==> src/rtl/acc_bank.sv <==
// acc_bank: CHANNELS independent WIDTH-bit accumulators, one LOAD/ADD/SUB/CLEAR
// per accepted request, results returned through a single registered output
// stage with valid/ready handshaking.
// Optional build macro: ACC_BANK_SAT_EN selects saturating ADD/SUB instead of
// modulo-2^WIDTH wrap-around. Overflow flags are identical in both builds.

// One accumulator channel: computes its candidate next value and overflow
// every cycle and commits it when selected.
module acc_bank_lane #(
  parameter int WIDTH = 8
) (
  input  logic             clk,
  input  logic             rst,
  input  logic             sel_i,
  input  logic [1:0]       op_i,
  input  logic [WIDTH-1:0] data_i,
  output logic [WIDTH-1:0] nxt_o,
  output logic             ovf_o,
  output logic             sticky_o
);
  localparam logic [1:0] OP_LOAD  = 2'b00;
  localparam logic [1:0] OP_ADD   = 2'b01;
  localparam logic [1:0] OP_SUB   = 2'b10;
  localparam logic [1:0] OP_CLEAR = 2'b11;

  logic [WIDTH-1:0] acc_q, acc_d;
  logic             sticky_q, sticky_d;
  logic [WIDTH:0]   sum, diff;

  // Next value and overflow for the requested op on this channel.
  always_comb begin
    sum   = {1'b0, acc_q} + {1'b0, data_i};
    diff  = {1'b0, acc_q} - {1'b0, data_i};
    nxt_o = acc_q;
    ovf_o = 1'b0;
    case (op_i)
      OP_LOAD:  nxt_o = data_i;
      OP_ADD: begin
        ovf_o = sum[WIDTH];
`ifdef ACC_BANK_SAT_EN
        nxt_o = sum[WIDTH] ? {WIDTH{1'b1}} : sum[WIDTH-1:0];
`else
        nxt_o = sum[WIDTH-1:0];
`endif
      end
      OP_SUB: begin
        // Top bit of the extended difference is the borrow (data > acc).
        ovf_o = diff[WIDTH];
`ifdef ACC_BANK_SAT_EN
        nxt_o = diff[WIDTH] ? '0 : diff[WIDTH-1:0];
`else
        nxt_o = diff[WIDTH-1:0];
`endif
      end
      OP_CLEAR: nxt_o = '0;
    endcase
  end

  // Sticky flag: LOAD/CLEAR wipe history, any overflowing op sets it.
  always_comb begin
    sticky_d = sticky_q;
    if (op_i == OP_LOAD || op_i == OP_CLEAR) sticky_d = 1'b0;
    else if (ovf_o)                          sticky_d = 1'b1;
    acc_d = nxt_o;
  end

  // Commit value and sticky only when this channel is the accept target.
  always_ff @(posedge clk) begin
    if (rst) begin
      acc_q    <= '0;
      sticky_q <= 1'b0;
    end else if (sel_i) begin
      acc_q    <= acc_d;
      sticky_q <= sticky_d;
    end
  end

  assign sticky_o = sticky_q;
endmodule

module acc_bank #(
  parameter  int WIDTH    = 8,
  parameter  int CHANNELS = 4,
  localparam int CH_W     = $clog2(CHANNELS)
) (
  input  logic                clk,
  input  logic                rst,
  input  logic                in_valid,
  output logic                in_ready,
  input  logic [1:0]          in_op,
  input  logic [CH_W-1:0]     in_ch,
  input  logic [WIDTH-1:0]    in_data,
  output logic                out_valid,
  input  logic                out_ready,
  output logic [CH_W-1:0]     out_ch,
  output logic [WIDTH-1:0]    out_data,
  output logic                out_ovf,
  output logic [CHANNELS-1:0] ovf_sticky
);
  logic                            accept, ch_ok;
  logic [CHANNELS-1:0]             lane_sel, lane_ovf;
  logic [CHANNELS-1:0][WIDTH-1:0]  lane_nxt;
  logic [WIDTH-1:0]                res_data;
  logic                            res_ovf;

  logic                            out_valid_q, out_valid_d;
  logic [CH_W-1:0]                 out_ch_q, out_ch_d;
  logic [WIDTH-1:0]                out_data_q, out_data_d;
  logic                            out_ovf_q, out_ovf_d;

  assign in_ready = !out_valid_q || out_ready;
  assign accept   = in_valid && in_ready;

  // Out-of-range channel codes only exist when CHANNELS is not a power of two.
  if (CHANNELS == (1 << CH_W)) begin : g_pow2
    assign ch_ok = 1'b1;
  end else begin : g_npow2
    assign ch_ok = ({1'b0, in_ch} < (CH_W+1)'(CHANNELS));
  end

  for (genvar i = 0; i < CHANNELS; i++) begin : g_lane
    assign lane_sel[i] = accept && ch_ok && (in_ch == CH_W'(i));
    acc_bank_lane #(.WIDTH(WIDTH)) u_lane (
      .clk     (clk),
      .rst     (rst),
      .sel_i   (lane_sel[i]),
      .op_i    (in_op),
      .data_i  (in_data),
      .nxt_o   (lane_nxt[i]),
      .ovf_o   (lane_ovf[i]),
      .sticky_o(ovf_sticky[i])
    );
  end

  // Pick the addressed lane's result for the output register.
  always_comb begin
    res_data = '0;
    res_ovf  = 1'b0;
    for (int i = 0; i < CHANNELS; i++) begin
      if (in_ch == CH_W'(i)) begin
        res_data = lane_nxt[i];
        res_ovf  = lane_ovf[i];
      end
    end
  end

  // Output stage next state: load on a valid accept, drop on drain, else hold.
  always_comb begin
    out_valid_d = out_valid_q;
    out_ch_d    = out_ch_q;
    out_data_d  = out_data_q;
    out_ovf_d   = out_ovf_q;
    if (accept && ch_ok) begin
      out_valid_d = 1'b1;
      out_ch_d    = in_ch;
      out_data_d  = res_data;
      out_ovf_d   = res_ovf;
    end else if (out_ready) begin
      out_valid_d = 1'b0;
    end
  end

  // Output register; reset drops any pending result.
  always_ff @(posedge clk) begin
    if (rst) begin
      out_valid_q <= 1'b0;
      out_ch_q    <= '0;
      out_data_q  <= '0;
      out_ovf_q   <= 1'b0;
    end else begin
      out_valid_q <= out_valid_d;
      out_ch_q    <= out_ch_d;
      out_data_q  <= out_data_d;
      out_ovf_q   <= out_ovf_d;
    end
  end

  assign out_valid = out_valid_q;
  assign out_ch    = out_ch_q;
  assign out_data  = out_data_q;
  assign out_ovf   = out_ovf_q;
endmodule

==> config.mk <==
export PLATFORM = sky130hd
export DESIGN_NAME = acc_bank
export DESIGN_NICKNAME = d
export VERILOG_FILES = /design/src/rtl/acc_bank.sv
export SDC_FILE = /design/constraint.sdc
export NUM_CORES = 1
export LEC_CHECK = 0
export CAP_MARGIN = 0
export CORE_ASPECT_RATIO = 1.75
export CORE_MARGIN = 5
export CORE_UTILIZATION = 40
export DETAILED_ROUTE_END_ITERATION = 10
export GPL_TIMING_DRIVEN = 0
export PLACE_DENSITY = 0.56
export SETUP_SLACK_MARGIN = 0.2
export SYNTH_ARGS = -nofsm -noshare
export SYNTH_HDL_FRONTEND = slang
export SYNTH_SLANG_ARGS = --single-unit
export TNS_END_PERCENT = 50
==> constraint.sdc <==
create_clock -name clk -period 6.6 [get_ports clk]
set_input_delay 0.99 -clock clk [delete_from_list [all_inputs] [get_ports clk]]
set_output_delay 0.99 -clock clk [all_outputs]
set_load 0.05 [all_outputs]
==> impl_results.md, run 1 <==
* Outcome: finished clean
* Overflow after GRT at 0
* Power Density at 162 nW/um^2
* Comb pwr share at 32.4%
* CP Buf/Inv Count at 2
* Sw frac at 34.6%
* Vias in the first global route at 5444
* Synthesized net count at 776
* #FFs+latches synth at 48
* Antenna violations before repair at 0
* Final wirelength at 19100 um
* Cell variety after synth at 73
* Max VDD drop at 90.5 uV
* Crit-path leading delay family: compound AO/OA/AOI/OAI gates
* DPL Wire Length at 15200 um
* Endpoint class of the critical path: register
* CTS tree: built
* Yosys warns at 0
* Int Power at 0.000633 W
* Max incr delay on CP at 0.85 ns
* NetSw at 0.000335 W
* Final Non-Filler Cells at 892
* Placed instance count at 885
* Clk Latency, worst-skew pair at 0.30 ns
* Synth area leaders: dfxtp_1, ha_1, a21oi_1, nor2_1, nand2_1
* Startpoint Class: input pin
* Total of max-cap violations at 0
* Placer Congestion at 0.912
* Final Skew at 0.00631 ns
* Leak Pwr at 2.39 nW
* Final TNS setup at 0 ns
* Crit Path Class: input pin to register
* Starting Density at 40.7%
* Post-route cell area at 5960 sq um
* Least-Margin Pin Slew at 0.990 ns
* DR pass1 iterations at 5
* # rows at 55
* Peak fanout along the critical path at 9
* WP data required at 6.84 ns
* Post-CTS Setup Repair Bufs at 0
* CTS buffer count at 5
* # DRC at 0
* Async SR Flop Fraction at 0%
* Vias per cell at 5.99
* CP arrival at 4.92 ns
* Max clock buf depth at 2
* Max frequency at 214 MHz
* Die area at 15600 sq um
* Number of flops mapped to enable cells by yosys at 0
* TritonCTS sink count at 48
* Share of layout cells above drive strength 1 at 4.72%
* Most used DFF post-synth: dfxtp_1
* First-pass GRT wire length at 29900 um
* Max-slew violation count at 0
* I/O Pins at 33
* Post-Syn Area at 5260 sq um
* Crit-path cells: clkdlybuf4s50_1 -> inv_1 -> fa_1 -> o21ba_2 -> nor4_2 -> o31ai_1 -> o311ai_1 -> nand3_1 -> a2111oi_0 -> a311o_1
* Hold Fails Final Rpt at 0
* Critical Path Slowest Stage Cell: a2111oi_0
* Fin crit period at 4.67 ns
* All-Layer GR Usage at 24.3%
* Antenna Nets Post-Route at 0
* Reg clk slew, reported paths at 0.07 ns
* Syn Inst Count at 684
* HP Class: register to register
* Area leader, netlist: dfxtp_1
* Starting DRT DRC Count at 415
* Vias at 5344
* Top post-synthesis cells by count: ha_1, nor2_1, a21oi_1, nand2_1, dfxtp_1
* Most common cell in the netlist: ha_1
* Seq pwr share at 32.1%
* Nets at 813
* RSZ-0062 raised after global routing: no
* Avg WL per Cell at 21.4 um
* Dpl cell area at 5780 sq um
* Period utilization at 70.8%
* Power, Total at 0.000968 W
* Largest net degree at the start of global routing at 15
* Root buf cell: clkbuf_16
* Area grow syn2layout at 13.3%
* PortBufs at 30
* Cts repair resizes at 0
* H-tree Lvls at 2
* Final setup viols at 0
* Core Footprint at 12900 sq um
* Syn_area_per_cell at 7.70 sq um
* Ant diodes at 0
* Post-synthesis sequential area ratio at 18.3%
* Cts hold-fix bufs at 0
* Yosys top cell area share at 18.3%
* Slew HR at 32.3%
* Die Wd at 96.7 um
* Clock power frac at 35.5%
* Die Y at 162 um
[power by group through the flow]
stage	Sequential [W]	Combinational [W]	Clock, W
6_report	0.000311	0.000313	0.000344
3_3_place_gp	0.000317	0.000304	0
2_1_floorplan	0.000334	0.000195	0
3_5_place_dp	0.000318	0.000308	0
4_1_cts	0.000311	0.000310	0.000348
5_1_grt	0.000313	0.000342	0.000356
[metal layers]
metal / share of wire [%] / up-vias / track usage [%]
met3: 3.5 / 59 / 2.02
li1: - / 2547 / -
met4: 5.8 / 0 / 14.7
met5: 0 / - / 0
met1: 39 / 2567 / 26.7
met2: 52 / 171 / 44.8
[worst register-to-register path: cells and delay by family (launching register included)]
kind	cells	cell delay (ns)
AND/OR/NAND/NOR	2	0.46
buffers and inverters	1	0.19
AO/OA/AOI/OAI	5	1.93
flip-flops	1	0.36
adder cells (fa/ha/maj)	1	0.24
[layout by cell type, fill, tap and decap left out, types with 18 or more instances in the layout]
| cell | Yosys | routed |
|---|---|---|
| a21oi_1 | 62 | 62 |
| clkbuf_1 | 31 | 31 |
| clkdlybuf4s50_1 | 0 | 30 |
| dfxtp_1 | 48 | 48 |
| ha_1 | 68 | 68 |
| inv_1 | 47 | 47 |
| nand2_1 | 51 | 51 |
| nand3_1 | 18 | 18 |
| nor2_1 | 64 | 64 |
| nor3_1 | 24 | 24 |
| o21ai_0 | 35 | 35 |
[final timing paths]
| path | slack [ns] | depth (start not counted) | to | from |
|---|---|---|---|---|
| max reg2reg | 3.38 | 9 | out_ovf | g_lane[2].u_lane.acc_q[2] |
| min reg2reg | 0.45 | 2 | out_data[0] | out_data[0] |
| max | 1.93 | 10 | out_ovf | in_data[1] |
| min | 0.45 | 2 | out_data[0] | out_data[0] |
[flip-flops by register name, summed over array words and instances, names as in the netlist]
| register | flops |
|---|---|
| out_ovf | 1 |
| out_data | 8 |
| g_lane.u_lane.acc_q | 32 |
| out_valid | 1 |
| g_lane.u_lane.sticky_o | 4 |
| out_ch | 2 |
[through the flow]
stage	utilization [%]	setup WS [ns]	hold WS, ns
2_1_floorplan	-	3.38	0.431
3_3_place_gp	44.7	1.66	0.445
3_5_place_dp	44.7	1.63	0.446
4_1_cts	46.1	1.94	0.456
5_1_grt	46.1	1.75	0.474
6_report	46.1	1.93	0.454
[cell type report]
class / count / area [sq um]
Clock inverter: 2 / 60.1
Clock buffer: 5 / 125
Sequential cell: 48 / 961
Inverter: 47 / 176
Multi-Input combinational cell: 543 / 3910
Timing Repair Buffer: 30 / 300
Buffer: 46 / 216
Tap cell: 171 / 214
Fill cell: 1388 / 6970
[kinds of logic after synthesis]
family,Yosys count,share of synthesized area [%]
simple gates,212,19.4
fa+ha+maj,76,19.2
flops,48,18.3
xor+xnor,24,3.99
compound gates,221,29.0
buf+inv,93,7.46
mux,10,2.69
(Power assumes the default switching activity.)
==> run 2: changes to the inputs <==
==> constraint.sdc (replaced) <==
create_clock -name clk -period 4.86 [get_ports clk]
set_input_delay 0.729 -clock clk [delete_from_list [all_inputs] [get_ports clk]]
set_output_delay 0.729 -clock clk [all_outputs]
set_load 0.05 [all_outputs]
==> results of run 2 <==
Same layout as run 1 (identical final DEF). Status: finished clean.
Main changes from that run: setup slack after placement 1.63 ns -> 0.147 ns; setup slack after layout 1.93 ns -> 0.448 ns; register-to-register setup slack 3.38 ns -> 1.64 ns; total power 0.000968 W -> 0.00131 W; worst IR drop on VDD 90.5 uV -> 123 uV
==> run 3: changes to the inputs <==
--- a/config.mk
+++ b/config.mk
@@ -9,8 +9,10 @@
 export CORE_ASPECT_RATIO = 1.75
 export CORE_MARGIN = 5
 export CORE_UTILIZATION = 40
+export CTS_BUF_LIST = sky130_fd_sc_hd__clkbuf_4 sky130_fd_sc_hd__clkbuf_8
 export DETAILED_ROUTE_END_ITERATION = 10
 export GPL_TIMING_DRIVEN = 0
+export HOLD_SLACK_MARGIN = 0.08
 export PLACE_DENSITY = 0.56
 export SETUP_SLACK_MARGIN = 0.2
 export SYNTH_ARGS = -nofsm -noshare
==> constraint.sdc (replaced) <==
create_clock -name clk -period 4.86 [get_ports clk]
set_input_delay 0.729 -clock clk [delete_from_list [all_inputs] [get_ports clk]]
set_output_delay 0.729 -clock clk [all_outputs]
set_load 0.02 [all_outputs]
==> impl_results.md, run 3 (same netlist as run 1, synthesis figures left out) <==
* Outcome: finished clean
* DR pass1 iterations at 5 (unchanged)
* CTS tree: built
* Least-Margin Pin Slew at 1.13 ns (+0.136 ns)
* Nets at 813 (unchanged)
* TritonCTS sink count at 48 (unchanged)
* Max incr delay on CP at 0.94 ns (+0.09 ns)
* WP data required at 5.14 ns
* Starting DRT DRC Count at 475 (+14%)
* Ant diodes at 0 (unchanged)
* CP arrival at 4.72 ns
* H-tree Lvls at 2 (unchanged)
* Most flop-heavy register: g_lane.u_lane.acc_q
* Antenna Nets Post-Route at 0 (unchanged)
* # DRC at 0 (unchanged)
* Core Footprint at 12900 sq um (unchanged)
* Post-CTS Setup Repair Bufs at 0 (unchanged)
* Antenna violations before repair at 0 (unchanged)
* Final Skew at 0.0115 ns (+0.00515 ns)
* Share of layout cells above drive strength 1 at 4.72% (unchanged)
* Cts repair resizes at 0 (unchanged)
* Crit Path Class: input pin to register
* Max reg flops at 32 (unchanged)
* I/O Pins at 33 (unchanged)
* Reg clk slew, reported paths at 0.11 ns (+0.04 ns)
* First-pass GRT wire length at 29700 um (-0.46%)
* Final wirelength at 19100 um (+0.29%)
* Post-route cell area at 5910 sq um (-0.94%)
* Max VDD drop at 143 uV
* Endpoint class of the critical path: register
* Die Wd at 96.7 um (unchanged)
* Dpl cell area at 5780 sq um (unchanged)
* Filler cell count at 1393 (+0.36%)
* Cts hold-fix bufs at 0 (unchanged)
* Peak fanout along the critical path at 9 (unchanged)
* Final TNS setup at 0 ns (unchanged)
* CTS buffer count at 5 (unchanged)
* Most common cell after layout, fill and taps aside: ha_1
* DPL Wire Length at 15200 um (unchanged)
* Leak Pwr at 2.37 nW (-1.1%)
* Clk Latency, worst-skew pair at 0.33 ns (+0.03 ns)
* Vias per cell at 6.04 (+0.82%)
* RSZ-0062 raised after global routing: no
* Max clock buf depth at 2 (unchanged)
* Crit-path cells: clkdlybuf4s50_1 -> inv_1 -> fa_1 -> o21ba_2 -> nor4_2 -> o31ai_1 -> o311ai_1 -> nand3_1 -> a2111oi_0 -> a311o_1
* Most frequent cells in the layout: ha_1, nor2_1, a21oi_1
* Fin crit period at 4.44 ns
* Period utilization at 91.3%
* Die Y at 162 um (unchanged)
* Layout Utilization at 45.7% (-0.44 points)
* Area grow syn2layout at 12.2%
* Reg2Reg Setup Slack at 1.58 ns
* Max-slew violation count at 0 (unchanged)
* Root buf cell: clkbuf_8
* Starting Density at 40.7% (unchanged)
* Hold Fails Final Rpt at 0 (unchanged)
* Startpoint Class: input pin
* Critical Path Slowest Stage Cell: a2111oi_0
* PortBufs at 30 (unchanged)
* HP Class: register to register
* Slew HR at 23.0% (-9.3 points)
* WHS at 0.459 ns (+0.00521 ns)
* Vias at 5388 (+0.82%)
* Placer Congestion at 0.912 (unchanged)
* Die area at 15600 sq um (unchanged)
* Power Density at 203 nW/um^2
* Final setup viols at 0 (unchanged)
* Total of max-cap violations at 0 (unchanged)
* All-Layer GR Usage at 24.2% (-0.089 points)
* Avg WL per Cell at 21.4 um (+0.29%)
* Max frequency at 225 MHz
* # rows at 55 (unchanged)
* Largest net degree at the start of global routing at 15 (unchanged)
* Overflow after GRT at 0 (unchanged)
* Vias in the first global route at 5411 (-0.61%)
-- run 3: path summary, 6_finish.rpt --
check	startpoint	end	cells past startpoint
max reg2reg	g_lane[2].u_lane.acc_q[2]	out_ovf	9
max	in_data[1]	out_ovf	10
min reg2reg	out_data[0]	out_data[0]	2
min	out_data[0]	out_data[0]	2
-- run 3: cell type report --
class	instances	area (sq um)	area share, %
Clock inverter	2	60.1	1.02
Inverter	47	176	2.99
Tap cell	171	214	3.62
Buffer	46	216	3.66
Sequential cell	48	961	16.3
Clock buffer	5	68.8	1.17
Timing Repair Buffer	30	300	5.08
Multi-Input combinational cell	543	3910	66.2
-- run 3: report_power, final --
| group | switching, W | total [W] | internal [W] |
|---|---|---|---|
| Sequential | 0.0000124 | 0.000423 | 0.000410 |
| Combinational | 0.000251 | 0.000408 | 0.000157 |
| Clock | 0.000164 | 0.000367 | 0.000203 |
-- run 3: worst max-delay path, delay by kind of cell --
kind,cells,cell delay [ns]
AO/OA/AOI/OAI,5,1.69
adder cells (fa/ha/maj),1,0.56
buffers and inverters,2,1.24
AND/OR/NAND/NOR,2,0.49
-- run 3: per-stage QoR --
step / power [W] / std cells / worst slack, ns
2_1_floorplan: 0.000700 / 684 / 1.90
3_3_place_gp: 0.000825 / 885 / 0.181
3_5_place_dp: 0.000832 / 885 / 0.147
4_1_cts: 0.00120 / 892 / 0.493
5_1_grt: 0.00125 / 892 / 0.305
6_report: 0.00120 / 892 / 0.422
-- run 3: routing by layer --
layer / global-route usage [%] / part of all wire, %
met1: 26.6 / 38
met2: 45.1 / 52
met3: 2.06 / 4.6
met4: 13.7 / 5.2
met5: 0 / 0
